`src/rtl/icache_refill_pkg.sv`:
```
// Shared types and default widths for the icache refill sequencer.
// Optional macro ICACHE_REFILL_PARITY_EN adds per-byte parity on data-array writes.
package icache_refill_pkg;

  localparam int unsigned ADDR_W_DEF = 32;
  localparam int unsigned DATA_W_DEF = 64;
  localparam int unsigned BEATS_DEF  = 8;
  localparam int unsigned IDX_W_DEF  = 6;

  // Beat-counter width and byte-offset width of one cache line.
  localparam int unsigned BEAT_W_DEF = $clog2(BEATS_DEF);
  localparam int unsigned OFF_W_DEF  = $clog2(BEATS_DEF * DATA_W_DEF / 8);

  typedef enum logic [2:0] {
    ST_IDLE  = 3'd0,
    ST_ACQ   = 3'd1,
    ST_FILL  = 3'd2,
    ST_DRAIN = 3'd3,
    ST_DONE  = 3'd4
  } state_e;

  function automatic int unsigned line_off_w(input int unsigned beats, input int unsigned data_w);
    return $clog2(beats * data_w / 8);
  endfunction

endpackage

```
`src/rtl/icache_refill_seq_if.sv`:
```
// Fetch-miss, memory-port and data-array signals of the refill sequencer.
// wr_par exists only when ICACHE_REFILL_PARITY_EN is defined.
interface icache_refill_seq_if
  import icache_refill_pkg::*;
#(
  parameter int unsigned ADDR_W = ADDR_W_DEF,
  parameter int unsigned DATA_W = DATA_W_DEF,
  parameter int unsigned BEATS  = BEATS_DEF,
  parameter int unsigned IDX_W  = IDX_W_DEF
);

  localparam int unsigned BEAT_W = $clog2(BEATS);

  logic              miss_valid;
  logic              miss_ready;
  logic [ADDR_W-1:0] miss_addr;
  logic              kill;

  logic              a_valid;
  logic              a_ready;
  logic [ADDR_W-1:0] a_addr;

  logic              d_valid;
  logic [DATA_W-1:0] d_data;
  logic              d_error;

  logic              wr_en;
  logic [IDX_W-1:0]  wr_idx;
  logic [BEAT_W-1:0] wr_beat;
  logic [DATA_W-1:0] wr_data;
`ifdef ICACHE_REFILL_PARITY_EN
  logic [DATA_W/8-1:0] wr_par;
`endif

  logic              tag_wr;
  logic              fill_active;
  logic              fill_ack;
  logic              fill_err;
  logic              kill_seen;
  logic              clk_gate_en;

  // Sequencer side.
  modport master (
    input  miss_valid, miss_addr, kill, a_ready, d_valid, d_data, d_error,
    output miss_ready, a_valid, a_addr, wr_en, wr_idx, wr_beat, wr_data,
           tag_wr, fill_active, fill_ack, fill_err, kill_seen, clk_gate_en
`ifdef ICACHE_REFILL_PARITY_EN
         , wr_par
`endif
  );

  // Fetch stage / memory / data-array side.
  modport slave (
    output miss_valid, miss_addr, kill, a_ready, d_valid, d_data, d_error,
    input  miss_ready, a_valid, a_addr, wr_en, wr_idx, wr_beat, wr_data,
           tag_wr, fill_active, fill_ack, fill_err, kill_seen, clk_gate_en
`ifdef ICACHE_REFILL_PARITY_EN
         , wr_par
`endif
  );

endinterface

```
`src/rtl/icache_refill_beat_ctr.sv`:
```
// Beat counter for one line: increments per consumed beat, flags the last beat, wraps to 0.
module icache_refill_beat_ctr
  import icache_refill_pkg::*;
#(
  parameter int unsigned BEATS = BEATS_DEF,
  parameter int unsigned CW    = $clog2(BEATS)
) (
  input  logic          clock,
  input  logic          reset,
  input  logic          clr_i,
  input  logic          inc_i,
  output logic [CW-1:0] cnt_o,
  output logic          last_o
);

  logic [CW-1:0] cnt_q;
  logic [CW-1:0] cnt_d;
  logic          last;

  assign last = (cnt_q == CW'(BEATS - 1));

  always_comb begin
    cnt_d = cnt_q;
    if (clr_i) begin
      cnt_d = '0;
    end else if (inc_i) begin
      cnt_d = last ? '0 : cnt_q + CW'(1);
    end
  end

  always_ff @(posedge clock) begin
    if (reset) begin
      cnt_q <= '0;
    end else begin
      cnt_q <= cnt_d;
    end
  end

  assign cnt_o  = cnt_q;
  assign last_o = last;

endmodule

```
`src/rtl/icache_refill_seq.sv`:
```
// Instruction-cache miss refill sequencer: one line-fill read per miss, beats written to the data array.
// Define ICACHE_REFILL_PARITY_EN to generate per-byte even parity (wr_par) alongside wr_data.
module icache_refill_seq
  import icache_refill_pkg::*;
#(
  parameter int unsigned ADDR_W = ADDR_W_DEF,
  parameter int unsigned DATA_W = DATA_W_DEF,
  parameter int unsigned BEATS  = BEATS_DEF,
  parameter int unsigned IDX_W  = IDX_W_DEF
) (
  input logic                clock,
  input logic                reset,
  icache_refill_seq_if.master bus
);

  localparam int unsigned BEAT_W = $clog2(BEATS);
  localparam int unsigned OFF_W  = line_off_w(BEATS, DATA_W);
  localparam logic [ADDR_W-1:0] OFF_MASK = ADDR_W'((64'(1) << OFF_W) - 64'(1));

  state_e            state_q;
  state_e            state_d;
  logic [ADDR_W-1:0] addr_q;
  logic [ADDR_W-1:0] addr_d;
  logic [IDX_W-1:0]  idx_q;
  logic [IDX_W-1:0]  idx_d;
  logic              err_q;
  logic              err_d;
  logic              kill_q;
  logic              kill_d;

  logic              wr_en;
  logic              cnt_inc;
  logic              cnt_clr;
  logic [BEAT_W-1:0] cnt;
  logic              cnt_last;
  logic              done;

  icache_refill_beat_ctr #(
    .BEATS (BEATS),
    .CW    (BEAT_W)
  ) u_beat_ctr (
    .clock  (clock),
    .reset  (reset),
    .clr_i  (cnt_clr),
    .inc_i  (cnt_inc),
    .cnt_o  (cnt),
    .last_o (cnt_last)
  );

  assign cnt_clr = (state_q == ST_IDLE);

  // Next-state, sticky-flag and write-strobe logic.
  always_comb begin
    state_d = state_q;
    addr_d  = addr_q;
    idx_d   = idx_q;
    err_d   = err_q;
    kill_d  = kill_q;
    wr_en   = 1'b0;
    cnt_inc = 1'b0;

    unique case (state_q)
      ST_IDLE: begin
        if (bus.miss_valid) begin
          addr_d  = bus.miss_addr & ~OFF_MASK;
          idx_d   = IDX_W'(bus.miss_addr >> OFF_W);
          state_d = ST_ACQ;
        end
      end

      ST_ACQ: begin
        // A kill here cannot retract the request; the line is drained instead.
        if (bus.kill) begin
          kill_d = 1'b1;
        end
        if (bus.a_ready) begin
          state_d = (bus.kill || kill_q) ? ST_DRAIN : ST_FILL;
        end
      end

      ST_FILL: begin
        if (bus.kill) begin
          kill_d  = 1'b1;
          cnt_inc = bus.d_valid;
          state_d = (bus.d_valid && cnt_last) ? ST_DONE : ST_DRAIN;
        end else if (bus.d_valid) begin
          wr_en   = 1'b1;
          cnt_inc = 1'b1;
          if (bus.d_error) begin
            err_d = 1'b1;
          end
          if (cnt_last) begin
            state_d = ST_DONE;
          end
        end
      end

      ST_DRAIN: begin
        if (bus.kill) begin
          kill_d = 1'b1;
        end
        if (bus.d_valid) begin
          cnt_inc = 1'b1;
          if (cnt_last) begin
            state_d = ST_DONE;
          end
        end
      end

      ST_DONE: begin
        err_d   = 1'b0;
        kill_d  = 1'b0;
        state_d = ST_IDLE;
      end

      default: begin
        state_d = ST_IDLE;
      end
    endcase
  end

  always_ff @(posedge clock) begin
    if (reset) begin
      state_q <= ST_IDLE;
      addr_q  <= '0;
      idx_q   <= '0;
      err_q   <= 1'b0;
      kill_q  <= 1'b0;
    end else begin
      state_q <= state_d;
      addr_q  <= addr_d;
      idx_q   <= idx_d;
      err_q   <= err_d;
      kill_q  <= kill_d;
    end
  end

  assign done = (state_q == ST_DONE);

  assign bus.miss_ready  = (state_q == ST_IDLE);
  assign bus.fill_active = (state_q != ST_IDLE);
  assign bus.a_valid     = (state_q == ST_ACQ);
  assign bus.a_addr      = addr_q;

  assign bus.wr_en   = wr_en;
  assign bus.wr_idx  = idx_q;
  assign bus.wr_beat = cnt;
  assign bus.wr_data = bus.d_data;

  assign bus.fill_ack  = done;
  assign bus.fill_err  = done & err_q;
  assign bus.kill_seen = done & kill_q;
  assign bus.tag_wr    = done & ~err_q & ~kill_q;

  // Combinational so the clock is already running in the cycle a miss arrives.
  assign bus.clk_gate_en = bus.fill_active | bus.miss_valid;

`ifdef ICACHE_REFILL_PARITY_EN
  logic [DATA_W/8-1:0] par_c;

  // Errored beats get inverted parity so a later fetch of that line traps.
  always_comb begin
    par_c = '0;
    for (int unsigned b = 0; b < DATA_W / 8; b++) begin
      par_c[b] = (^bus.d_data[8*b +: 8]) ^ bus.d_error;
    end
  end

  assign bus.wr_par = par_c;
`endif

endmodule

```
`src/flat_wrapper.sv`:
```
// flat-port wrapper written by rule: the top's interface ports become plain ports
module icache_refill_seq_flat import icache_refill_pkg::*;
#(
  parameter int unsigned ADDR_W = ADDR_W_DEF,
  parameter int unsigned DATA_W = DATA_W_DEF,
  parameter int unsigned BEATS  = BEATS_DEF,
  parameter int unsigned IDX_W  = IDX_W_DEF
)
  (clock, reset, bus_miss_valid, bus_miss_addr, bus_kill, bus_a_ready, bus_d_valid, bus_d_data, bus_d_error, bus_miss_ready, bus_a_valid, bus_a_addr, bus_wr_en, bus_wr_idx, bus_wr_beat, bus_wr_data, bus_tag_wr, bus_fill_active, bus_fill_ack, bus_fill_err, bus_kill_seen, bus_clk_gate_en);
  icache_refill_seq_if #(.ADDR_W(ADDR_W), .DATA_W(DATA_W), .BEATS(BEATS), .IDX_W(IDX_W)) bus_i ();
  input logic clock;
  input logic reset;
  input wire logic [$bits(bus_i.miss_valid)-1:0] bus_miss_valid;
  input wire logic [$bits(bus_i.miss_addr)-1:0] bus_miss_addr;
  input wire logic [$bits(bus_i.kill)-1:0] bus_kill;
  input wire logic [$bits(bus_i.a_ready)-1:0] bus_a_ready;
  input wire logic [$bits(bus_i.d_valid)-1:0] bus_d_valid;
  input wire logic [$bits(bus_i.d_data)-1:0] bus_d_data;
  input wire logic [$bits(bus_i.d_error)-1:0] bus_d_error;
  output wire logic [$bits(bus_i.miss_ready)-1:0] bus_miss_ready;
  output wire logic [$bits(bus_i.a_valid)-1:0] bus_a_valid;
  output wire logic [$bits(bus_i.a_addr)-1:0] bus_a_addr;
  output wire logic [$bits(bus_i.wr_en)-1:0] bus_wr_en;
  output wire logic [$bits(bus_i.wr_idx)-1:0] bus_wr_idx;
  output wire logic [$bits(bus_i.wr_beat)-1:0] bus_wr_beat;
  output wire logic [$bits(bus_i.wr_data)-1:0] bus_wr_data;
  output wire logic [$bits(bus_i.tag_wr)-1:0] bus_tag_wr;
  output wire logic [$bits(bus_i.fill_active)-1:0] bus_fill_active;
  output wire logic [$bits(bus_i.fill_ack)-1:0] bus_fill_ack;
  output wire logic [$bits(bus_i.fill_err)-1:0] bus_fill_err;
  output wire logic [$bits(bus_i.kill_seen)-1:0] bus_kill_seen;
  output wire logic [$bits(bus_i.clk_gate_en)-1:0] bus_clk_gate_en;
  assign bus_i.miss_valid = bus_miss_valid;
  assign bus_i.miss_addr = bus_miss_addr;
  assign bus_i.kill = bus_kill;
  assign bus_i.a_ready = bus_a_ready;
  assign bus_i.d_valid = bus_d_valid;
  assign bus_i.d_data = bus_d_data;
  assign bus_i.d_error = bus_d_error;
  assign bus_miss_ready = bus_i.miss_ready;
  assign bus_a_valid = bus_i.a_valid;
  assign bus_a_addr = bus_i.a_addr;
  assign bus_wr_en = bus_i.wr_en;
  assign bus_wr_idx = bus_i.wr_idx;
  assign bus_wr_beat = bus_i.wr_beat;
  assign bus_wr_data = bus_i.wr_data;
  assign bus_tag_wr = bus_i.tag_wr;
  assign bus_fill_active = bus_i.fill_active;
  assign bus_fill_ack = bus_i.fill_ack;
  assign bus_fill_err = bus_i.fill_err;
  assign bus_kill_seen = bus_i.kill_seen;
  assign bus_clk_gate_en = bus_i.clk_gate_en;
  icache_refill_seq #(.ADDR_W(ADDR_W), .DATA_W(DATA_W), .BEATS(BEATS), .IDX_W(IDX_W)) u_core (.clock(clock), .reset(reset), .bus(bus_i));
endmodule
```
`config.mk`:
```
export PLATFORM = sky130hd
export DESIGN_NAME = icache_refill_seq_flat
export DESIGN_NICKNAME = d
export VERILOG_FILES = /design/src/rtl/icache_refill_pkg.sv /design/src/rtl/icache_refill_seq_if.sv /design/src/rtl/icache_refill_beat_ctr.sv /design/src/rtl/icache_refill_seq.sv /design/src/flat_wrapper.sv
export SDC_FILE = /design/constraint.sdc
export NUM_CORES = 1
export LEC_CHECK = 0
export BUFFER_PORTS_ARGS = -buffer_cell sky130_fd_sc_hd__buf_4
export CAP_MARGIN = 20
export CORE_AREA = 2 2 83 85
export CTS_CLUSTER_SIZE = 20
export DETAILED_ROUTE_END_ITERATION = 16
export DIE_AREA = 0 0 85 87
export PLACE_DENSITY = 0.86
export SYNTH_ARGS = -nofsm -noshare
export SYNTH_HDL_FRONTEND = slang
export SYNTH_SLANG_ARGS = --single-unit
```
`constraint.sdc`:
```
create_clock -name clock -period 1.5 [get_ports clock]
set_input_delay 0.225 -clock clock [delete_from_list [all_inputs] [get_ports clock]]
set_output_delay 0.225 -clock clock [all_outputs]
set_load 0.02 [all_outputs]
```
==> impl_metrics.tcl <==
set metrics [dict create \
    r2r-start "u_core.state_q[2]$_SDFFE_PP0P_" \
    die_area_sq_um 7400 \
    nFillCells 664 \
    worstPathMaxFanout 3 \
    multiInputGateArea_sq_um 800 \
    yosysMostFrequentCell "buf_4" \
    area_growth_pct 16.5 \
    grt_pass1_vias 1505 \
    fin_nets 375 \
    yosysSeqAreaShare_pct 32.7 \
    hold_class "in2reg" \
    leakagePower_nw 1.10 \
    post_drt_wl_per_cell_um 12.5 \
    fp.dieH_um 87 \
    yosys-top-cells-count "76 x buf_4, 55 x nand2_1, 34 x dfxtp_1, 27 x a21oi_1, 7 x buf_6" \
    async_reset_ff_share_pct 0 \
    die_width_um 85 \
    cts.sink_count 34 \
    clockRootBuffer "clkbuf_8" \
    slew_violations 0 \
    drtIter0Drc 36 \
    powerDensity_nw_per_um2 961 \
    post-route-period-util_pct 99.0 \
    status "finished, final reports clean" \
    skew_ns 0.0108 \
    r2r_end "u_core.u_beat_ctr.cnt_o[1]$_SDFFE_PP0P_" \
    drive_above_1_share_pct 44.8 \
    drc 0 \
    viasPerCell 4.59 \
    cts_inserted_buffers 5 \
    min_to "u_core.bus.a_addr[29]$_SDFFE_PP0P_" \
    setup_tns_ns 0 \
    core_area_sq_um 6570 \
    synthDistinctLibCells 39 \
    cts_buffer_depth 2 \
    syn-cell-area_sq_um 2080 \
    power.total_mw 2.33 \
    avgSynthCellArea_sq_um 8.20 \
    layoutNonFillerInstCount 350 \
    rows 30 \
    fin_util_pct 36.9 \
    yosysTopAreaCell "dfxtp_1" \
    ys_ff_latch 34 \
    pin_count 217 \
    hold_depth 3 \
    antenna_found_initial 0 \
    critPathKind "reg2out" \
    dr.pass1.iters 4 \
    reg2reg_slack_ns 0.04 \
    insertedDiodeCount 0 \
    hold_start "bus_miss_addr[29]" \
    ant_nets 0 \
    dp_cells 334 \
    cp-start-kind "flip-flop" \
    fin_crit_ns 1.48 \
    syn_inst 254 \
    h-tree-depth 2 \
    routabilityCongestion 0.825 \
    synth-edff-count 0 \
    portBuffers 76 \
    setup.worst_path.end_class "primary output" \
    maxCapViolations 0 \
    yosys_warnings 0 \
    grt_usage_pct 11.7 \
    critical_path_required_ns 1.27 \
    synth_top_area_share_pct 32.7 \
    vias 1606 \
    clkLatencyLatePin_ns 0.28 \
    rsz0062_at_grt "yes" \
    setup_viol 0 \
    critical_path_arrival_ns 1.26 \
    clock.fmax_mhz 674 \
    initial_core_util_pct 31.7 \
    hpwl_um 3150 \
    ir_drop_v 0.000401 \
    hold_violations 0 \
    r2r_cells 4 \
    cts_hold_buf 0 \
    synthFlopType "dfxtp_1" \
    grt_pass1_wl_um 6970 \
    synth_area_leaders "dfxtp_1 33%, buf_4 27%, nand2_1 9.9%" \
    grt_max_degree 27 \
    cts_tree "built" \
    grt-ovfl-total 0 \
    routed_wl_um 4380 \
    clk_pin_slew_ns 0.07 \
    regArea_sq_um 689 \
]
metrics by stage:
step	hold WS [ns]	instance area [sq um]	setup WS [ns]
6_report	0.194	2420	0.0155
5_1_grt	0.191	2420	-0.0653
4_1_cts	0.179	2380	-0.0196
3_5_place_dp	0.450	2190	0.0154
3_3_place_gp	0.443	2190	0.0802
2_1_floorplan	0.361	2120	0.0115
logic make-up after synthesis:
| logic type | after synthesis | synth area share (%) |
|---|---|---|
| AOI/OAI and AO/OA | 41 | 12.0 |
| buffers and inverters | 92 | 32.9 |
| and+or+nand+nor | 81 | 19.5 |
| DFF | 34 | 32.7 |
| muxes | 2 | 0.962 |
| adders and majority gates | 3 | 1.80 |
| other | 1 | 0.180 |
worst max path at each step:
stage                                                       start                                       to
after detailed placement  u_core.u_beat_ctr.cnt_o[0]$_SDFFE_PP0P_  u_core.u_beat_ctr.cnt_o[1]$_SDFFE_PP0P_
after CTS                          u_core.state_q[1]$_SDFFE_PP0P_                               bus_tag_wr
after floorplan                    u_core.state_q[0]$_SDFFE_PP0P_                          bus_clk_gate_en
after global routing               u_core.state_q[0]$_SDFFE_PP0P_                               bus_tag_wr
final                              u_core.state_q[0]$_SDFFE_PP0P_                               bus_tag_wr
after global placement    u_core.u_beat_ctr.cnt_o[0]$_SDFFE_PP0P_  u_core.u_beat_ctr.cnt_o[1]$_SDFFE_PP0P_
per-layer routing:
metal  wire [um]  GRT usage [%]  up-vias
li1            -              -      779
met1        1660           12.1      726
met2        2110           20.2       77
met3         431           4.55       24
met4         184           6.64        0
met5           0              0        -
cells in the final DEF, fill, tap and decap left out, types with 2 or more instances in the layout:
master,instances
buf_4,84
nand2_1,55
dfxtp_1,31
a21oi_1,27
conb_1,6
clkbuf_8,6
buf_6,6
nor3_1,3
ha_2,3
nor3_4,2
inv_1,2
and3_1,2
a211oi_1,2
nor2b_1,2
a31oi_1,2
o21ai_0,2
mux2i_1,2
dfxtp_4,2
final cells by class:
class / count / area share, %
clock buffer: 7 / 3.56
clock inverter: 1 / 0.206
tap: 80 / 4.13
inverter: 3 / 0.464
sequential: 34 / 28.4
timing repair buffer: 92 / 30.2
multi-input combinational: 133 / 33.0
registers in the layout, indices dropped and copies added, names as in the netlist:
signal,cells
u_core.bus.a_addr,21
u_core.bus.wr_idx,5
u_core.state_q,3
u_core.u_beat_ctr.cnt_o,3
u_core.kill_q,1
u_core.err_q,1
critical path, stage by stage (launching register included):
cell and delay, ns:
dfxtp_2 0.34, buf_6 0.13, nor3_4 0.16, nor3b_4 0.21
buf_6 0.14
power breakdown:
part           leakage, nW  internal (mW)  switching [mW]
Clock               0.0482          0.370           0.313
Sequential           0.280          0.965          0.0437
Combinational        0.771          0.301           0.337
what timing repair did:
item	CTS	global route
buffers inserted	5	3
pin swaps	2	3
hold endpoints to repair	0	0
setup endpoints to repair	9	11
resized for setup	14	11
Note: power is estimated with default switching activity, not from simulation.
